`config.mk`:
```
export PLATFORM = sky130hd
export DESIGN_NAME = matvec_engine
export DESIGN_NICKNAME = d
export VERILOG_FILES = /design/src/rtl/matvec_engine.sv
export SDC_FILE = /design/constraint.sdc
export NUM_CORES = 2
export LEC_CHECK = 0
export BUFFER_PORTS_ARGS = -buffer_cell sky130_fd_sc_hd__buf_2
export CELL_PAD_IN_SITES_DETAIL_PLACEMENT = 0
export CELL_PAD_IN_SITES_GLOBAL_PLACEMENT = 1
export CORE_MARGIN = 8
export CORE_UTILIZATION = 47
export CTS_CLUSTER_SIZE = 40
export DETAILED_ROUTE_END_ITERATION = 12
export GPL_TIMING_DRIVEN = 1
export PLACE_DENSITY = 0.85
export SETUP_SLACK_MARGIN = 0.5
export SYNTH_ARGS = -nofsm -noshare
export SYNTH_HDL_FRONTEND = slang
export SYNTH_SLANG_ARGS = --single-unit
```
`constraint.sdc`:
```
create_clock -name clk -period 8.26 [get_ports clk]
set_input_delay 2.065 -clock clk [delete_from_list [all_inputs] [get_ports clk]]
set_output_delay 2.065 -clock clk [all_outputs]
set_load 0.1 [all_outputs]
```
`src/rtl/matvec_engine.sv`:
```
// rtl/matvec_engine.sv - ROWS x COLS matrix-vector multiply engine with Avalon-MM read master and streamed results
module matvec_engine #(
  parameter int ROWS       = 8,
  parameter int COLS       = 8,
  parameter int DATA_WIDTH = 8,
  parameter int ACC_WIDTH  = 24,
  parameter int ADDR_WIDTH = 32,
  parameter int SIGNED     = 0,
  localparam int IDX_W     = (ROWS > 1) ? $clog2(ROWS) : 1
) (
  input  logic                       clk,
  input  logic                       rst,
  input  logic                       start,
  input  logic [ADDR_WIDTH-1:0]      base_addr,
  output logic                       busy,
  output logic                       done,
  output logic [ADDR_WIDTH-1:0]      address,
  output logic                       read,
  input  logic [COLS*DATA_WIDTH-1:0] readdata,
  input  logic                       readdatavalid,
  input  logic                       waitrequest,
  output logic                       result_valid,
  input  logic                       result_ready,
  output logic [IDX_W-1:0]           result_idx,
  output logic [ACC_WIDTH-1:0]       result_data
);
  localparam int CNT_W = $clog2(ROWS + 2);
  localparam int COL_W = (COLS > 1) ? $clog2(COLS) : 1;
  localparam logic [CNT_W-1:0] LAST_BEAT = CNT_W'(ROWS);
  localparam logic [COL_W-1:0] LAST_COL  = COL_W'(COLS - 1);
  localparam logic [IDX_W-1:0] LAST_ROW  = IDX_W'(ROWS - 1);

  typedef enum logic [1:0] {IDLE, FETCH, CALC, DRAIN} state_t;

  state_t                     state;
  logic [ADDR_WIDTH-1:0]      base_q;
  logic [CNT_W-1:0]           issue_cnt;
  logic [CNT_W-1:0]           beat_cnt;
  logic [COL_W-1:0]           col_cnt;
  logic [COLS*DATA_WIDTH-1:0] b_reg;
  logic [COLS*DATA_WIDTH-1:0] a_buf    [ROWS];
  logic [ACC_WIDTH-1:0]       acc      [ROWS];
  logic [ACC_WIDTH-1:0]       acc_next [ROWS];
  logic [DATA_WIDTH-1:0]      b_el;
  logic [IDX_W-1:0]           row_next;
  logic [ACC_WIDTH-1:0]       acc_sel;

  // Operands are widened to the accumulator width before the multiply so the
  // product and the running sum both wrap modulo 2^ACC_WIDTH.
  function automatic logic [ACC_WIDTH-1:0] extend(input logic [DATA_WIDTH-1:0] v);
    if (SIGNED != 0) return {{(ACC_WIDTH-DATA_WIDTH){v[DATA_WIDTH-1]}}, v};
    return {{(ACC_WIDTH-DATA_WIDTH){1'b0}}, v};
  endfunction

  always_comb begin
    b_el = b_reg[col_cnt*DATA_WIDTH +: DATA_WIDTH];
    for (int r = 0; r < ROWS; r++)
      acc_next[r] = acc[r] + extend(a_buf[r][col_cnt*DATA_WIDTH +: DATA_WIDTH]) * extend(b_el);
  end

  assign row_next = result_idx + IDX_W'(1);

  always_comb begin
    acc_sel = '0;
    for (int r = 0; r < ROWS; r++)
      if (row_next == IDX_W'(r)) acc_sel = acc[r];
  end

  always_ff @(posedge clk) begin
    if (rst) begin
      state        <= IDLE;
      busy         <= 1'b0;
      done         <= 1'b0;
      read         <= 1'b0;
      address      <= '0;
      base_q       <= '0;
      issue_cnt    <= '0;
      beat_cnt     <= '0;
      col_cnt      <= '0;
      result_valid <= 1'b0;
      result_idx   <= '0;
      result_data  <= '0;
      for (int r = 0; r < ROWS; r++) acc[r] <= '0;
    end else begin
      done <= 1'b0;
      case (state)
        IDLE: begin
          if (start) begin
            state      <= FETCH;
            busy       <= 1'b1;
            read       <= 1'b1;
            address    <= base_addr;
            base_q     <= base_addr;
            issue_cnt  <= '0;
            beat_cnt   <= '0;
            col_cnt    <= '0;
            result_idx <= '0;
            for (int r = 0; r < ROWS; r++) acc[r] <= '0;
          end
        end
        FETCH: begin
          if (read && !waitrequest) begin
            issue_cnt <= issue_cnt + CNT_W'(1);
            if (issue_cnt == LAST_BEAT) read <= 1'b0;
            else address <= base_q + ADDR_WIDTH'(issue_cnt) + ADDR_WIDTH'(1);
          end
          // Beat 0 is the vector; beat j fills row j-1 of the matrix.
          if (readdatavalid) begin
            if (beat_cnt == '0) b_reg <= readdata;
            for (int r = 0; r < ROWS; r++)
              if (beat_cnt == CNT_W'(r + 1)) a_buf[r] <= readdata;
            beat_cnt <= beat_cnt + CNT_W'(1);
            if (beat_cnt == LAST_BEAT) begin
              state <= CALC;
              read  <= 1'b0;
            end
          end
        end
        CALC: begin
          for (int r = 0; r < ROWS; r++) acc[r] <= acc_next[r];
          col_cnt <= col_cnt + COL_W'(1);
          if (col_cnt == LAST_COL) begin
            state        <= DRAIN;
            result_valid <= 1'b1;
            result_idx   <= '0;
            result_data  <= acc_next[0];
          end
        end
        DRAIN: begin
          if (result_valid && result_ready) begin
            if (result_idx == LAST_ROW) begin
              state        <= IDLE;
              busy         <= 1'b0;
              done         <= 1'b1;
              result_valid <= 1'b0;
              result_idx   <= '0;
              result_data  <= '0;
            end else begin
              result_idx  <= row_next;
              result_data <= acc_sel;
            end
          end
        end
        default: state <= IDLE;
      endcase
    end
  end
endmodule
```
==> out/results.txt <==
The startpoint identified for the worst hold timing path is address[9]. TritonCTS built the clock tree. The clock passes through at most 3 buffers.

Die area: 134000 um2. Using the TritonRoute via totals, the vias-per-cell ratio works out to 5.64. The run gives 47.3% as the effective utilization at floorplan. In this run the critical register-to-register path is captured at acc[0][45].

For the post-DP HPWL, the log shows 118000 um. The cell sitting at the root of the clock tree is a clkbuf_16. The peak clock frequency supported by timing was 138 MHz. Measured against the total synthesized area, the mux share comes to 8.10%.

Dominant delay contributor by cell family on the critical path: adder cells. The run gives 0 as the number of setup violations in the final report. By startpoint and endpoint, the worst setup path is classified as reg -> reg. The mapped netlist covers 57600 um2. The layout net count is 6078. The count of input and output buffers works out to 164. The first global-routing pass estimated 246000 um of wire. STA classifies the critical path endpoint as a flip-flop.

The worst pin sits at a relative slew slack of 20.7%. The synthesized design contains 876 register bits. The run finished with clean final reports.

The worst hold path belongs to the class reg -> reg. The run gives 52.2% as the core utilization of the finished layout. In this run, post-CTS repair resized a total of 0 instances. The total power density per cell area was 444 nW/um2; the total number of vias was 39100.

The synthesized design contains 744 enable-type register cells. After detailed routing, the number of remaining DRC violations is 0. The global-route usage over all layers is 23.7%, and the share of synthesized area occupied by flip-flops and latches is 43.4%. The smallest clock period supported by the final layout is computed as 7.22 ns. The share of post-route cells with drive strength above 1 works out to 12.7%. The combinational family with the most area after synthesis was adder cells. The synthesized netlist devotes 7.66% of its cell area to compound gates. From bottom edge to top edge, the die measures 366 um. Count of H-tree levels built during CTS: 3. The synthesized netlist contains 89 unique library cells. In this run the critical register-to-register path is launched from col_cnt[0]. Pin placement for this block handled 165 I/O pins.

Along the worst hold path, the cell count comes to 2. In the synthesized netlist, the number of instances is 5091. The initialized floorplan defines 128 standard-cell rows. Global routing finished with a remaining overflow of 0. CTS saw 876 sinks. The adder-cell area share of the yosys netlist came out at 21.6%. Hold repair after CTS inserted 0 buffers. For the net count after synthesis, the log shows 5944. The logs give 8.77 ns for the worst endpoint required time and 67300 um for the met1 layer wirelength in the final routing. The highest metal layer with signal wires was met5.

Wire segments on met3 add up to 13000 um in the final route. Counting cells, the worst reg-to-reg path comes to 20. The post-detailed-route wirelength per cell came out at 23.3 um. For the pin with the worst max-slew slack, the measured transition is 1.17 ns. Of all nets on the critical path, the largest fanout is 32.

Data arrives at the worst endpoint at 7.74 ns. The count of nets left with antenna violations after detail routing came out at 0. The yosys synthesis warning count came out at 0. The prevailing post-synth register cell is edfxtp_1. In this design, the stage delay of the slowest critical-path cell is 0.76 ns.

The run gives 3793 as the initial detailed-routing violation count. The clock reaches the later pin of the worst-skew pair after 0.70 ns. The worst path uses 87.5% of the clock period. From synthesis to final layout, the design area changed by 10.3%. The run gives 39500 as the number of global-route vias before repair. Walking the worst path, the cells encountered are buf_4 > mux4_2 > mux2i_2 > inv_1 > nand2_1 > fa_1 > fa_1 > inv_1 > fa_1 > inv_1 > fa_1 > inv_1 > ha_1 > o21a_1 > o31a_1 > nor3_1 > o31ai_1 > a31oi_1 > or3_1 > a21oi_1. The logs give 0 for the count of pins over their slew limit and 0 for the count of endpoints failing hold in the final timing report.

Floorplan die width: 366 um. The number of flip-flops under the largest register name was 512. Before antenna repair, the detailed router went through 8 iterations.

Core footprint: 122000 um2. Entering global routing, the biggest net connects 73 pins. The clock-pin transition on the worst setup and hold timing paths was 0.07 ns.

The final weighted congestion in routability-driven placement is 0.961, and the post-synthesis average cell area is 11.3 um2. The number of clock buffers added by TritonCTS is 95. The analysis attributes to cell leakage a power of 0.0260 uW. Of all flip-flops after synthesis, the portion carrying an async set or reset was 0%. The worst-case IR drop observed on VDD is 0.398 mV.

Max-cap violations in this run came to 0. Fraction of synthesized cell area in xor and xnor cells: 2.12%. The worst register-to-register path has a setup slack of 1.04 ns. The detailed-route wire length came out at 161000 um. Setup repair after global routing left no endpoint under its margin. The clock arrives with 0.0287 ns of skew. STA classifies the critical path startpoint as a flip-flop.

The initial antenna violation count was 5. The total met2 wirelength after detailed routing is 73100 um. The logs give 0 ns for the setup total negative slack and 0 for the number of buffers inserted by post-CTS setup repair. The slowest stage of the critical path is the dfxtp_4 cell. The critical path contains buffers and inverters numbering 5 combined. The area share of and/or/nand/nor cells after synthesis was 10.1%. The tools report the destination of the worst hold path as address[9].
==> power by group <==
part	switching (uW)	total (uW)	internal, uW
Clock	1900	4300	2400
Combinational	11100	18100	6940
Sequential	427	5850	5420
==> layer usage <==
metal / GRT usage (%) / vias to the layer above
li1: - / 17600
met2: 37.2 / 1685
met4: 10.1 / 2
met3: 3.89 / 284
met5: 0 / -
met1: 32.6 / 19500
==> kinds of logic (layout without fill, tap and decap cells) <==
group / Yosys count / in the layout
fa+ha+maj: 751 / 751
flops: 876 / 876
compound gates: 710 / 710
mux: 264 / 264
xor+xnor: 139 / 139
buf+inv: 1046 / 1257
other cells: 0 / 4
simple gates: 1305 / 1305
==> cells in the mapped netlist, types with 28 or more instances <==
cell      count  area [um2]
inv_1       833        3130
edfxtp_1    744       22300
nor2_1      526        1970
nand2_1     430        1610
fa_1        401        8030
ha_1        350        4380
a21oi_1     259        1300
mux4_2      147        3310
o21ai_0     139         696
clkbuf_1    137         514
dfxtp_1     132        2640
xor2_1       95         832
mux2i_1      51         510
xnor2_1      44         385
a21o_1       43         323
nand3_1      42         210
and3_1       41         257
buf_2        41         205
a211oi_1     39         293
mux2i_2      38         523
o22ai_1      35         219
nor3_1       30         150
nand2b_1     29         181
mux2_2       28         315
==> through the flow <==
step / setup slack, ns / area (um2) / total power, uW / std cells / hold slack (ns)
after floorplan: 0.810 / 57600 / 19400 / 5091 / 0.436
after global placement: 1.30 / 60400 / 23400 / 6753 / 0.439
after detailed placement: 1.14 / 60400 / 23700 / 6753 / 0.446
after CTS: 1.09 / 63500 / 28100 / 6927 / 0.454
final: 1.04 / 63500 / 28200 / 6931 / 0.455
after global routing: 0.703 / 63500 / 30800 / 6928 / 0.487
==> worst max path at each step <==
stage | startpoint | to | slack (ns) | cells after the start
2_1_floorplan | rst | b_reg[0] | 0.81 | 4
3_3_place_gp | col_cnt[0] | acc[0][47] | 1.30 | 20
3_5_place_dp | col_cnt[0] | acc[0][45] | 1.14 | 20
4_1_cts | col_cnt[0] | acc[0][45] | 1.09 | 20
5_1_grt | col_cnt[0] | acc[0][45] | 0.70 | 22
6_report | col_cnt[0] | acc[0][45] | 1.04 | 20
==> cell type report <==
type / instances / area (um2)
tap: 1625 / 2030
sequential: 876 / 25000
multi-input combinational: 3169 / 28600
clock inverter: 55 / 537
clock buffer: 119 / 2580
fill: 10600 / 58200
inverter: 836 / 3140
antenna: 4 / 10.0
timing repair buffer: 247 / 1550
==> worst reg2reg max path: cells and delay by family (launching register included) <==
| kind | cells | cell delay [ns] |
|---|---|---|
| fa+ha+maj | 5 | 2.29 |
| compound gates | 5 | 1.33 |
| mux | 2 | 1.24 |
| buf+inv | 5 | 0.79 |
| flops | 1 | 0.76 |
| simple gates | 3 | 0.66 |
==> cells in the final DEF, fill, tap and decap left out, types with 26 or more instances in the layout <==
master     instances
a21oi_1          259
mux2_2            28
mux4_2           147
ha_1             343
a21o_1            43
buf_2            163
inv_1            833
a211oi_1          39
xnor2_1           44
edfxtp_1         744
nor2b_1           26
o21ai_0          139
fa_1             401
dfxtp_1          129
mux2i_1           45
xor2_1            95
nand2b_1          29
mux2i_2           38
nand3_1           42
or3_1             26
nand2_1          426
and3_1            41
o22ai_1           35
nor2_1           524
buf_4             76
nor3_1            29
clkbuf_16        100
No activity file was read; power rests on OpenSTA's default activity.
